[config.mk]
export PLATFORM = sky130hd
export DESIGN_NAME = vga_timing_gen
export DESIGN_NICKNAME = d
export VERILOG_FILES = /design/src/rtl/vga_timing_gen.sv
export SDC_FILE = /design/constraint.sdc
export NUM_CORES = 1
export LEC_CHECK = 0
export CORE_MARGIN = 1.5
export CORE_UTILIZATION = 45
export CTS_BUF_LIST = sky130_fd_sc_hd__clkbuf_8 sky130_fd_sc_hd__clkbuf_16
export DETAILED_ROUTE_END_ITERATION = 12
export GPL_ROUTABILITY_DRIVEN = 0
export PLACE_DENSITY = 0.69
export REMOVE_ABC_BUFFERS = 1
export SETUP_SLACK_MARGIN = 0.02
export SLEW_MARGIN = 20
export SYNTH_ARGS = -nofsm -noshare
export SYNTH_HDL_FRONTEND = slang
export SYNTH_SLANG_ARGS = --single-unit
[constraint.sdc]
create_clock -name clk -period 2.9 [get_ports clk]
set_input_delay 0.435 -clock clk [delete_from_list [all_inputs] [get_ports clk]]
set_output_delay 0.435 -clock clk [all_outputs]
set_load 0.005 [all_outputs]
[src/rtl/vga_timing_gen.sv]
// VGA raster timing from a pixel-rate clock enable, plus frame and generation pacing ticks.
// Outputs are registered and move together with the counters; pulses last one clk.
module vga_timing_gen #(
  parameter int H_VISIBLE      = 640,
  parameter int H_FRONT        = 16,
  parameter int H_SYNC         = 96,
  parameter int H_BACK         = 48,
  parameter int V_VISIBLE      = 480,
  parameter int V_FRONT        = 10,
  parameter int V_SYNC         = 2,
  parameter int V_BACK         = 33,
  parameter int FRAMES_PER_GEN = 30
) (
  input  logic       clk,
  input  logic       reset,
  input  logic       pix_en,
  input  logic       run,
  input  logic       step,
  output logic       hsync,
  output logic       vsync,
  output logic       video_on,
  output logic [9:0] x,
  output logic [9:0] y,
  output logic       frame_tick,
  output logic       gen_tick
);

  localparam int FCW = (FRAMES_PER_GEN > 1) ? $clog2(FRAMES_PER_GEN) : 1;

  localparam logic [9:0] H_LAST     = 10'(H_VISIBLE + H_FRONT + H_SYNC + H_BACK - 1);
  localparam logic [9:0] H_VIS      = 10'(H_VISIBLE);
  localparam logic [9:0] H_SYNC_LO  = 10'(H_VISIBLE + H_FRONT);
  localparam logic [9:0] H_SYNC_HI  = 10'(H_VISIBLE + H_FRONT + H_SYNC - 1);
  localparam logic [9:0] V_LAST     = 10'(V_VISIBLE + V_FRONT + V_SYNC + V_BACK - 1);
  localparam logic [9:0] V_VIS      = 10'(V_VISIBLE);
  localparam logic [9:0] V_SYNC_LO  = 10'(V_VISIBLE + V_FRONT);
  localparam logic [9:0] V_SYNC_HI  = 10'(V_VISIBLE + V_FRONT + V_SYNC - 1);
  localparam logic [FCW-1:0] F_LAST = FCW'(FRAMES_PER_GEN - 1);

  logic [9:0]     h_cnt_q, h_cnt_d;
  logic [9:0]     v_cnt_q, v_cnt_d;
  logic [FCW-1:0] frame_cnt_q, frame_cnt_d;
  logic           step_pending_q, step_pending_d;
  logic           hsync_q, hsync_d;
  logic           vsync_q, vsync_d;
  logic           video_on_q, video_on_d;
  logic           frame_tick_q, frame_tick_d;
  logic           gen_tick_q, gen_tick_d;
  logic           h_wrap;
  logic           frame_wrap;

  assign h_wrap     = (h_cnt_q == H_LAST);
  assign frame_wrap = pix_en && h_wrap && (v_cnt_q == V_LAST);

  always_comb begin
    h_cnt_d = h_cnt_q;
    v_cnt_d = v_cnt_q;
    if (pix_en) begin
      if (h_wrap) begin
        h_cnt_d = '0;
        v_cnt_d = (v_cnt_q == V_LAST) ? '0 : v_cnt_q + 10'd1;
      end else begin
        h_cnt_d = h_cnt_q + 10'd1;
      end
    end

    // Decode from the next counter values so sync/video_on carry no lag vs x/y.
    hsync_d    = !((h_cnt_d >= H_SYNC_LO) && (h_cnt_d <= H_SYNC_HI));
    vsync_d    = !((v_cnt_d >= V_SYNC_LO) && (v_cnt_d <= V_SYNC_HI));
    video_on_d = (h_cnt_d < H_VIS) && (v_cnt_d < V_VIS);

    frame_tick_d   = frame_wrap;
    gen_tick_d     = 1'b0;
    frame_cnt_d    = frame_cnt_q;
    step_pending_d = step_pending_q;
    if (run) begin
      // Pending steps are meaningless in free-run; dropping them also covers run 0->1.
      step_pending_d = 1'b0;
      if (frame_wrap) begin
        if (frame_cnt_q == F_LAST) begin
          frame_cnt_d = '0;
          gen_tick_d  = 1'b1;
        end else begin
          frame_cnt_d = frame_cnt_q + FCW'(1);
        end
      end
    end else if (frame_wrap) begin
      gen_tick_d     = step_pending_q || step;
      step_pending_d = 1'b0;
    end else if (step) begin
      step_pending_d = 1'b1;
    end
  end

  always_ff @(posedge clk) begin
    if (reset) begin
      h_cnt_q        <= '0;
      v_cnt_q        <= '0;
      frame_cnt_q    <= '0;
      step_pending_q <= 1'b0;
      hsync_q        <= 1'b1;
      vsync_q        <= 1'b1;
      video_on_q     <= 1'b1;
      frame_tick_q   <= 1'b0;
      gen_tick_q     <= 1'b0;
    end else begin
      h_cnt_q        <= h_cnt_d;
      v_cnt_q        <= v_cnt_d;
      frame_cnt_q    <= frame_cnt_d;
      step_pending_q <= step_pending_d;
      hsync_q        <= hsync_d;
      vsync_q        <= vsync_d;
      video_on_q     <= video_on_d;
      frame_tick_q   <= frame_tick_d;
      gen_tick_q     <= gen_tick_d;
    end
  end

  assign x          = h_cnt_q;
  assign y          = v_cnt_q;
  assign hsync      = hsync_q;
  assign vsync      = vsync_q;
  assign video_on   = video_on_q;
  assign frame_tick = frame_tick_q;
  assign gen_tick   = gen_tick_q;

endmodule

[Word level (Yosys, flattened, before mapping)]
Cells that the tools add are included.
Cells by class
  add/subtract/negate cells: 3
  $lt $le $gt $ge: 6
  equality and inequality tests: 3
  mux-type cells: 10
  reductions and logical operators: 10
Operators by type and width (count)
  two-way mux 10 bit: 5
  adder 10 x 1 -> 10 bit, second input constant: 2
  equality test 10 bit, second input constant: 2
  greater-or-equal comparator 10 bit, second input constant: 1
  greater-or-equal comparator 10 x 9 -> 1 bit, second input constant: 1
  <= comparator 10 bit, second input constant: 1
  <= comparator 10 x 9 -> 1 bit, second input constant: 1
  less-than comparator 10 bit, second input constant: 1
  less-than comparator 10 x 9 -> 1 bit, second input constant: 1
  adder 5 x 1 -> 5 bit, second input constant: 1
  equality test 5 bit, second input constant: 1
  logical AND 1 bit: 5
  two-way mux 5 bit: 1
  two-way mux 1 bit: 4
  OR reduction 3 bit: 1
  zero test 1 bit: 2
  AND reduction 2 bit: 1
  logical OR 1 bit: 1
Storage, ports and cells
  register bits: 31
  bits of input ports: 5
  logic and storage cells: 41

[Logic depth before layout (Yosys ltp)]
Gate-level depths: netlist (run 1).
  depth after elaboration: 7
  depth in mapped cells: 8
  gate-level depth less buffers: 7

[Worst setup path after synthesis (run 1)]
OpenSTA, ideal clock, no wires.
  kind: input port to flip-flop
  from: input pix_en
  to: register video_on_q (netlist: video_on)
  setup time: 0.132 ns
  data arrival time: 2.186 ns
  required time: 2.768 ns
  setup slack: 0.582 ns
  cell stages on the path: 6
  path through: clkbuf_1 -> nand3_1 -> or3_1 -> or3_2 -> a221oi_2 -> a311oi_1
Between the ends
  word-level cells in the longest chain between the ends: 3
RTL lines
  start, declared: RTL line 16  | input logic pix_en,
  two-way mux 10 bit: RTL line 58  | if (pix_en) begin
  less-than comparator 10 bit or less-than comparator 10 x 9 -> 1 bit (tied branches): RTL line 70  | video_on_d = (h_cnt_d < H_VIS) && (v_cnt_d < V_VIS);
  logical AND 1 bit *: RTL line 70
  end signal, assigned: RTL line 113  | video_on_q <= video_on_d;
  end, declared: RTL line 46  | logic video_on_q, video_on_d;
Every way passes the cells marked *; elsewhere a longest branch is shown, timed or not.
A chain may end at the register's enable or synchronous reset.

[Worst setup path in the final report (run 1)]
  from: register h_cnt_q[5] (netlist: x[5])
  to: register vsync_q (netlist: vsync)
Between the ends
  word-level cells in the longest chain between the ends: 6
RTL lines
  start, declared: RTL line 40  | logic [9:0] h_cnt_q, h_cnt_d;
  start signal, assigned: RTL line 107  | h_cnt_q <= h_cnt_d;
  equality test 10 bit *: RTL line 52  | assign h_wrap = (h_cnt_q == H_LAST);
  two-way mux 10 bit *: RTL line 59  | if (h_wrap) begin
  two-way mux 10 bit *: RTL line 58
  greater-or-equal comparator 10 x 9 -> 1 bit or <= comparator 10 x 9 -> 1 bit (tied branches): RTL line 69  | vsync_d = !((v_cnt_d >= V_SYNC_LO) && (v_cnt_d <= V_SYNC_HI));
  logical AND 1 bit *: RTL line 69
  zero test 1 bit *: RTL line 69
  end signal, assigned: RTL line 112  | vsync_q <= vsync_d;
  end, declared: RTL line 45  | logic vsync_q, vsync_d;
Marked as above.

==> out/results.txt, run 1 <==
TritonCTS clock tree: done
RSZ-0062 raised after global routing: no
hold violation count in the final report: 0
Synth Area per Inst: 8.45 sq um
CTS clk-pin slew, worst paths: 0.06 ns
max-capacitance violation count: 0
synth warn: 0
setup tns final: 0 ns
synthesized instance count: 200
largest net degree at the start of global routing: 15
number of nets in the layout: 244
Die W: 64.3 um
number of top-level pins: 30
worst vdd rail ir drop: 0.000206 V
Final Max Tran Viols: 0
most used standard cells in the synthesized netlist: sky130_fd_sc_hd__dfxtp_1 (31), sky130_fd_sc_hd__nor2_1 (31), sky130_fd_sc_hd__nand4_1 (12), sky130_fd_sc_hd__nand2_1 (11), sky130_fd_sc_hd__xor2_1 (9)
final instance count without filler cells: 283
all-layer global routing usage: 21.0%
hold bufs inserted after CTS: 0
Critical-path top delay cell: sky130_fd_sc_hd__or4b_4
wire length of the first global-routing pass: 6.78 mm
area fraction of the dominant cell type after synthesis: 36.7%
antenna cell count: 0
vertical extent of the die: 64.3 um
number of cells upsized or downsized after cts: 0
number of buffers on the longest clock path: 2
sequential cell area fraction in the yosys report: 36.7%
fraction of the cycle the final worst path needs: 81.6%
EDFF count, synth: 0
DRC viols: 0
chain of cells forming the critical path: or4b_4, or2_4, or4_4, a221oi_2, nand4_1
final wirelength: 3.85 mm
Rel. slew slack: 58.8%
Synth Register Bits: 31
largest stage delay on the critical path: 0.59 ns
worst hold path type: flop to flop
H-tree depth: 2
power consumption: 0.833 mW
Routed Antenna Nets: 0
clock root buffer master: sky130_fd_sc_hd__clkbuf_8
number of placement rows: 22
DR vias: 1638
slew at the pin with the worst max-slew slack: 0.612 ns
post-detailed-route via-to-cell ratio: 5.79
biggest fanout along the worst timing path: 9
maximum clock frequency: 0.422 GHz
cell leakage power: 0.735 nW
total half-perimeter wirelength after legalization and detailed placement: 2.81 mm
FFs w/ async S/R, synth: 0%
Core Area: 0.00363 sq mm
Overflow after GRT: 0
starting utilization of the core area: 46.5%
Fin Clk Skew: 0.00524 ns
Critical Path Start Type: flop
final setup fails: 0
post-placement cell count: 275
Clk Latency, worst-skew pair: 0.28 ns
type of the worst setup path: flop to flop
status: completed
Worst Hold Margin: 0.502 ns
postcts setup bufs: 0
final routed wire length divided by cell count: 13.6 um
detailed router's first-iteration violation count: 112
Num CTS Buffers: 5
summed instance area of the synthesized netlist: 0.00169 sq mm
Arr. time, crit path: 2.51 ns
cell types occupying the most area after synthesis: sky130_fd_sc_hd__dfxtp_1 (37%), sky130_fd_sc_hd__nor2_1 (6.9%), sky130_fd_sc_hd__xor2_1 (4.7%)
initial antenna violation count: 0
first-pass detailed-route iteration total: 4
commonest register cell after synthesis: sky130_fd_sc_hd__dfxtp_1
number of library cell types mapped by synthesis: 47
Die Outline Area: 0.00413 sq mm
areal power density over the cells: 388 mW/mm^2
via count of the first global-routing pass: 1446
share of final-layout standard cells stronger than drive strength 1: 11.1%
input/output buffers: 29
synthesis-to-layout area growth: 27.0%
clock sink count: 31
post-synth top area cell: sky130_fd_sc_hd__dfxtp_1
Min Clock Period, post-route: 2.37 ns
CP Capture Type: flop
worst endpoint required time: 3.05 ns
==> layer usage <==
metal  part of all wire [%]  global-route usage, %  wire (um)
met5                      0                      0          0
met4                    1.4                   10.9         53
met3                    5.4                   4.58        209
met2                     46                   31.1       1770
met1                     47                   28.5       1820
==> report_power, final <==
| part | switching, mW | internal, mW |
|---|---|---|
| Combinational | 0.0173 | 0.0176 |
| Clock | 0.152 | 0.213 |
| Sequential | 0.00378 | 0.430 |
==> worst max-delay path, delay by kind of cell (launching register included) <==
| kind | cells | cell delay, ns |
|---|---|---|
| AOI/OAI and AO/OA | 1 | 0.30 |
| DFF | 1 | 0.40 |
| and+or+nand+nor | 4 | 1.53 |
==> stage by stage <==
step | setup slack, ns | utilization [%] | cell area [sq um]
5_1_grt | 0.474 | 59.1 | 2150
3_3_place_gp | 0.447 | 56.3 | 2050
2_1_floorplan | 0.514 | - | 1640
6_report | 0.533 | 59.1 | 2150
4_1_cts | 0.550 | 59.1 | 2150
3_5_place_dp | 0.416 | 56.3 | 2050
==> cell usage in the layout, fill, tap and decap left out, types with 2 or more instances in the layout <==
cell,Yosys,layout
sky130_fd_sc_hd__a22oi_1,2,2
sky130_fd_sc_hd__nand3_1,8,8
sky130_fd_sc_hd__buf_4,0,8
sky130_fd_sc_hd__dfxtp_1,31,31
sky130_fd_sc_hd__nand4b_1,4,4
sky130_fd_sc_hd__nand4_1,12,12
sky130_fd_sc_hd__clkbuf_8,0,7
sky130_fd_sc_hd__o31ai_1,3,3
sky130_fd_sc_hd__nor3_1,6,6
sky130_fd_sc_hd__ha_1,5,5
sky130_fd_sc_hd__a2111oi_0,2,2
sky130_fd_sc_hd__nor2b_1,3,3
sky130_fd_sc_hd__xor2_1,9,9
sky130_fd_sc_hd__nor2_1,31,31
sky130_fd_sc_hd__a311oi_1,2,2
sky130_fd_sc_hd__and3_1,5,5
sky130_fd_sc_hd__a32oi_1,2,2
sky130_fd_sc_hd__clkdlybuf4s50_1,0,29
sky130_fd_sc_hd__nor4_1,4,4
sky130_fd_sc_hd__nand2_1,11,11
sky130_fd_sc_hd__or3_1,3,3
sky130_fd_sc_hd__a21oi_1,7,7
sky130_fd_sc_hd__inv_1,6,7
sky130_fd_sc_hd__o21ai_0,4,4
sky130_fd_sc_hd__xnor2_1,8,8
==> registers in the layout (all words and copies together), names as in the netlist <==
| signal | flops |
|---|---|
| x | 10 |
| hsync | 1 |
| vsync | 1 |
| y | 10 |
| frame_tick | 1 |
| step_pending_q | 1 |
| frame_cnt_q | 5 |
| gen_tick | 1 |
| video_on | 1 |
==> final timing paths <==
check	slack, ns	end	cells after the start	start
worst max-delay path	0.53	vsync	5	x[5]
worst min-delay path	0.50	step_pending_q	2	step_pending_q
worst max register to register	0.53	vsync	5	x[5]
worst min register to register	0.50	step_pending_q	2	step_pending_q
==> cells by family after synthesis <==
kind of cell,share of synthesized area [%]
compound gates,14.1
xor+xnor,8.82
fa+ha+maj,3.70
buf+inv,4.52
flops,36.7
mux,0.593
simple gates,31.5
==> final cells by class <==
| cell class | count | area, sq um |
|---|---|---|
| flip-flops and latches | 31 | 621 |
| repair buffers | 37 | 350 |
| clock inverters | 1 | 3.75 |
| clock buffers | 7 | 96.3 |
| multi-input cells | 153 | 992 |
| inverters | 6 | 22.5 |
| fillers | 340 | 1490 |
| well taps | 48 | 60.1 |
Power figures use the tool's default switching activity.
==> run 2, diff against run 1 <==
--- a/config.mk
+++ b/config.mk
@@ -10,7 +10,7 @@
 export CTS_BUF_LIST = sky130_fd_sc_hd__clkbuf_8 sky130_fd_sc_hd__clkbuf_16
 export DETAILED_ROUTE_END_ITERATION = 12
 export GPL_ROUTABILITY_DRIVEN = 0
-export PLACE_DENSITY = 0.69
+export PLACE_DENSITY = 0.72
 export REMOVE_ABC_BUFFERS = 1
 export SETUP_SLACK_MARGIN = 0.02
 export SLEW_MARGIN = 20
==> constraint.sdc (replaced) <==
create_clock -name clk -period 2.16 [get_ports clk]
set_input_delay 0.324 -clock clk [delete_from_list [all_inputs] [get_ports clk]]
set_output_delay 0.324 -clock clk [all_outputs]
set_load 0.005 [all_outputs]
==> out/results.txt, run 2 (synthesis results as in run 1) <==
status: completed
fraction of the cycle the final worst path needs: 96.7%
biggest fanout along the worst timing path: 3
starting utilization of the core area: 46.5%
Die Outline Area: 0.00413 sq mm
post-detailed-route via-to-cell ratio: 5.58
chain of cells forming the critical path: or4b_4, or2_4, or4_4, a221oi_2, a311oi_1
clock sink count: 31
Die W: 64.3 um
number of top-level pins: 30
slew at the pin with the worst max-slew slack: 0.399 ns
Num CTS Buffers: 5
areal power density over the cells: 510 mW/mm^2
cell leakage power: 0.896 nW
Clk Latency, worst-skew pair: 0.29 ns
number of placement rows: 22
worst vdd rail ir drop: 0.000338 V
final wirelength: 4.39 mm
Final Max Tran Viols: 0
number of buffers on the longest clock path: 2
share of final-layout standard cells stronger than drive strength 1: 23.5%
power consumption: 1.23 mW
Routed Antenna Nets: 0
max-capacitance violation count: 0
number of nets in the layout: 273
largest net degree at the start of global routing: 13
vertical extent of the die: 64.3 um
DRC viols: 0
input/output buffers: 29
type of the worst setup path: flop to flop
first-pass detailed-route iteration total: 4
TritonCTS clock tree: done
via count of the first global-routing pass: 1574
largest stage delay on the critical path: 0.54 ns
worst hold path type: flop to flop
Core Area: 0.00363 sq mm
DR vias: 1741
Overflow after GRT: 0
detailed router's first-iteration violation count: 125
total half-perimeter wirelength after legalization and detailed placement: 3.16 mm
Worst Hold Margin: 0.499 ns
Layout Utilization: 66.5%
worst endpoint required time: 2.32 ns
maximum clock frequency: 0.479 GHz
Arr. time, crit path: 2.25 ns
setup tns final: 0 ns
final routed wire length divided by cell count: 14.1 um
synthesis-to-layout area growth: 43.0%
post-placement cell count: 302
post-placement worst setup slack: -0.228 ns
minimum setup slack in the final design: 0.0719 ns
wire length of the first global-routing pass: 7.18 mm
H-tree depth: 2
Fin Clk Skew: 0.00310 ns
clock root buffer master: sky130_fd_sc_hd__clkbuf_8
Rel. slew slack: 72.7%
Min Clock Period, post-route: 2.09 ns
antenna cell count: 0
RSZ-0062 raised after global routing: yes
CP Capture Type: flop
hold violation count in the final report: 0
commonest cells after routing, fill and taps aside: sky130_fd_sc_hd__buf_4 (36), sky130_fd_sc_hd__nor2_1 (31), sky130_fd_sc_hd__dfxtp_1 (29), sky130_fd_sc_hd__clkdlybuf4s50_1 (29), sky130_fd_sc_hd__nand4_1 (12)
most common cell after layout, fill and taps aside: sky130_fd_sc_hd__buf_4
CTS clk-pin slew, worst paths: 0.07 ns
all-layer global routing usage: 22.3%
Critical Path Start Type: flop
final instance count without filler cells: 312
final instance area: 0.00241 sq mm
final setup fails: 0
initial antenna violation count: 0
DP Area: 0.00225 sq mm
Critical-path top delay cell: sky130_fd_sc_hd__or4b_4
-- run 2: worst max-delay path, delay by kind of cell, from the launching register on --
family          cells  cell delay (ns)
simple gates        3             1.21
compound gates      2             0.42
flops               1             0.33
-- run 2: path summary, 6_finish.rpt --
path,startpoint,to,slack [ns],cells past startpoint
worst min-delay path,step_pending_q,step_pending_q,0.50,2
worst max register to register,x[6],video_on,0.07,5
worst max-delay path,x[6],video_on,0.07,5
worst min register to register,step_pending_q,step_pending_q,0.50,2
-- run 2: final cells by class --
type                            count  area, sq um
Fill cell                         312         1220
Clock inverter                      2         35.0
Multi-Input combinational cell    153         1020
Inverter                            6         22.5
Clock buffer                        6         82.6
Timing Repair Buffer               66          572
Tap cell                           48         60.1
Sequential cell                    31          623
-- run 2: routing by layer --
layer,up-vias,global-route usage (%),wire length [um]
met4,0,9.31,65
met1,816,30.7,2070
li1,864,-,-
met2,52,33.6,2000
met5,-,0,0
met3,9,4.93,263
-- run 2: repair_timing --
item | in CTS | in global routing
hold buffers | 0 | 0
buffers inserted | 0 | 1
gates cloned | 0 | 1
gates resized for setup | 5 | 4
endpoints found under the setup margin | 2 | 1
pin swaps | 5 | 0
-- run 2: power by group --
group | switching, mW | total, mW | leakage, nW | internal [mW]
Clock | 0.222 | 0.595 | 0.0612 | 0.373
Sequential | 0.00240 | 0.579 | 0.251 | 0.576
Combinational | 0.0269 | 0.0563 | 0.584 | 0.0294
Total | 0.252 | 1.23 | 0.896 | 0.979
==> run 3, diff against run 2 <==
==> constraint.sdc (replaced) <==
create_clock -name clk -period 1.68 [get_ports clk]
set_input_delay 0.252 -clock clk [delete_from_list [all_inputs] [get_ports clk]]
set_output_delay 0.252 -clock clk [all_outputs]
set_load 0.005 [all_outputs]
==> out/results.txt, run 3 (synthesis results as in run 1) <==
Routed Antenna Nets: 0
number of nets in the layout: 306
final routed wire length divided by cell count: 20.0 um
switching part of the total power: 22.6%
total half-perimeter wirelength after legalization and detailed placement: 3.45 mm
setup tns final: -4.44 ns
areal power density over the cells: 528 mW/mm^2
clock root buffer master: sky130_fd_sc_hd__clkbuf_8
slew at the pin with the worst max-slew slack: 0.560 ns
synthesis-to-layout area growth: 77.9%
detailed router's first-iteration violation count: 217
Arr. time, crit path: 2.45 ns
commonest cells after routing, fill and taps aside: sky130_fd_sc_hd__buf_4 (56), sky130_fd_sc_hd__dfxtp_1 (27), sky130_fd_sc_hd__clkdlybuf4s50_1 (27)
combinational group share of total power: 6.2%
number of fill cells: 200
Critical Path Start Type: flop
number of top-level pins: 30
wire length of the first global-routing pass: 9.14 mm
first-pass detailed-route iteration total: 4
worst vdd rail ir drop: 0.000508 V
starting utilization of the core area: 46.5%
worst endpoint required time: 1.88 ns
maximum clock frequency: 0.444 GHz
Final Max Tran Viols: 0
Overflow after GRT: 0
net switching power: 0.359 mW
Die Outline Area: 0.00413 sq mm
slack of the worst reg-to-reg path: -0.57 ns
Internal Power: 1.23 mW
input/output buffers: 29
DRC viols: 0
H-tree depth: 2
share of final-layout standard cells stronger than drive strength 1: 45.5%
minimum setup slack in the final design: -0.573 ns
largest net degree at the start of global routing: 13
Die W: 64.3 um
fraction of the cycle the final worst path needs: 134%
CTS clk-pin slew, worst paths: 0.07 ns
status: finished, violations left
RSZ-0062 raised after global routing: yes
power consumption: 1.59 mW
Fin Clk Skew: 0.00780 ns
biggest fanout along the worst timing path: 3
Worst Hold Margin: 0.551 ns
Min Clock Period, post-route: 2.25 ns
final instance count without filler cells: 345
worst hold path type: flop to flop
via count of the first global-routing pass: 1903
all-layer global routing usage: 28.7%
hold violation count in the final report: 0
fraction of power consumed by sequential logic: 46.9%
clock sink count: 31
type of the worst setup path: flop to flop
max-capacitance violation count: 0
TritonCTS clock tree: done
final wirelength: 6.89 mm
vertical extent of the die: 64.3 um
DR vias: 2085
post-placement cell count: 327
number of buffers on the longest clock path: 2
Rel. slew slack: 61.7%
failing checks: setup timing
number of placement rows: 22
post-detailed-route via-to-cell ratio: 6.04
Clk Latency, worst-skew pair: 0.29 ns
CP Capture Type: flop
hold bufs inserted after CTS: 0
post-placement worst setup slack: -0.629 ns
Clk network pwr share: 46.9%
Core Area: 0.00363 sq mm
final setup fails: 29
antenna cell count: 0
most common cell after layout, fill and taps aside: sky130_fd_sc_hd__buf_4
Num CTS Buffers: 5
cell leakage power: 1.19 nW
initial antenna violation count: 0
[run 3: stage by stage]
step / instance area, sq um / util, %
global placement: 2440 / 67.0
detailed placement: 2440 / 67.0
floorplan: 1640 / -
CTS: 2870 / 78.9
global route: 3000 / 82.7
finish: 3000 / 82.7
[run 3: critical path, stage by stage, from the launching register on]
cell	delay [ns]
sky130_fd_sc_hd__dfxtp_1	0.34
sky130_fd_sc_hd__or4b_4	0.53
sky130_fd_sc_hd__or2_4	0.25
sky130_fd_sc_hd__buf_4	0.14
sky130_fd_sc_hd__o31ai_2	0.44
sky130_fd_sc_hd__a221oi_4	0.13
sky130_fd_sc_hd__a311oi_1	0.32
[run 3: routing by layer]
metal	part of all wire, %	global-route usage [%]	vias up
met2	47	45.2	105
met5	0	0	-
met1	42	36.5	1023
li1	-	-	929
met4	3.9	15.4	0
met3	7.1	6.34	28
[run 3: final timing paths]
check | start | end | cells after the start
max reg2reg | x[6] | video_on | 6
min reg2reg | frame_cnt_q[1] | frame_cnt_q[1] | 2
min | frame_cnt_q[1] | frame_cnt_q[1] | 2
max | x[6] | video_on | 6
[run 3: cell type report]
cell class / instances / area, sq um / share of cell area, %
clock inverters: 3 / 43.8 / 1.46
clock buffers: 5 / 68.8 / 2.29
multi-input cells: 153 / 1310 / 43.4
flip-flops and latches: 31 / 626 / 20.8
repair buffers: 99 / 878 / 29.2
well taps: 48 / 60.1 / 2.00
inverters: 6 / 22.5 / 0.750
[run 3: power groups by stage]
stage          combinational, mW  clock, mW  sequential (mW)
2_1_floorplan             0.0193          0            0.764
3_3_place_gp              0.0730          0            0.761
3_5_place_dp              0.0741          0            0.761
4_1_cts                   0.0847      0.741            0.744
5_1_grt                    0.103      0.785            0.745
6_report                  0.0983      0.745            0.744
[run 3: timing repair]
| item | 4_1_cts | 5_1_grt |
|---|---|---|
| gates cloned | 1 | 0 |
| buffers inserted | 7 | 6 |
| resized for setup | 66 | 27 |
| endpoints found under the setup margin | 28 | 32 |
| pin swaps | 22 | 16 |
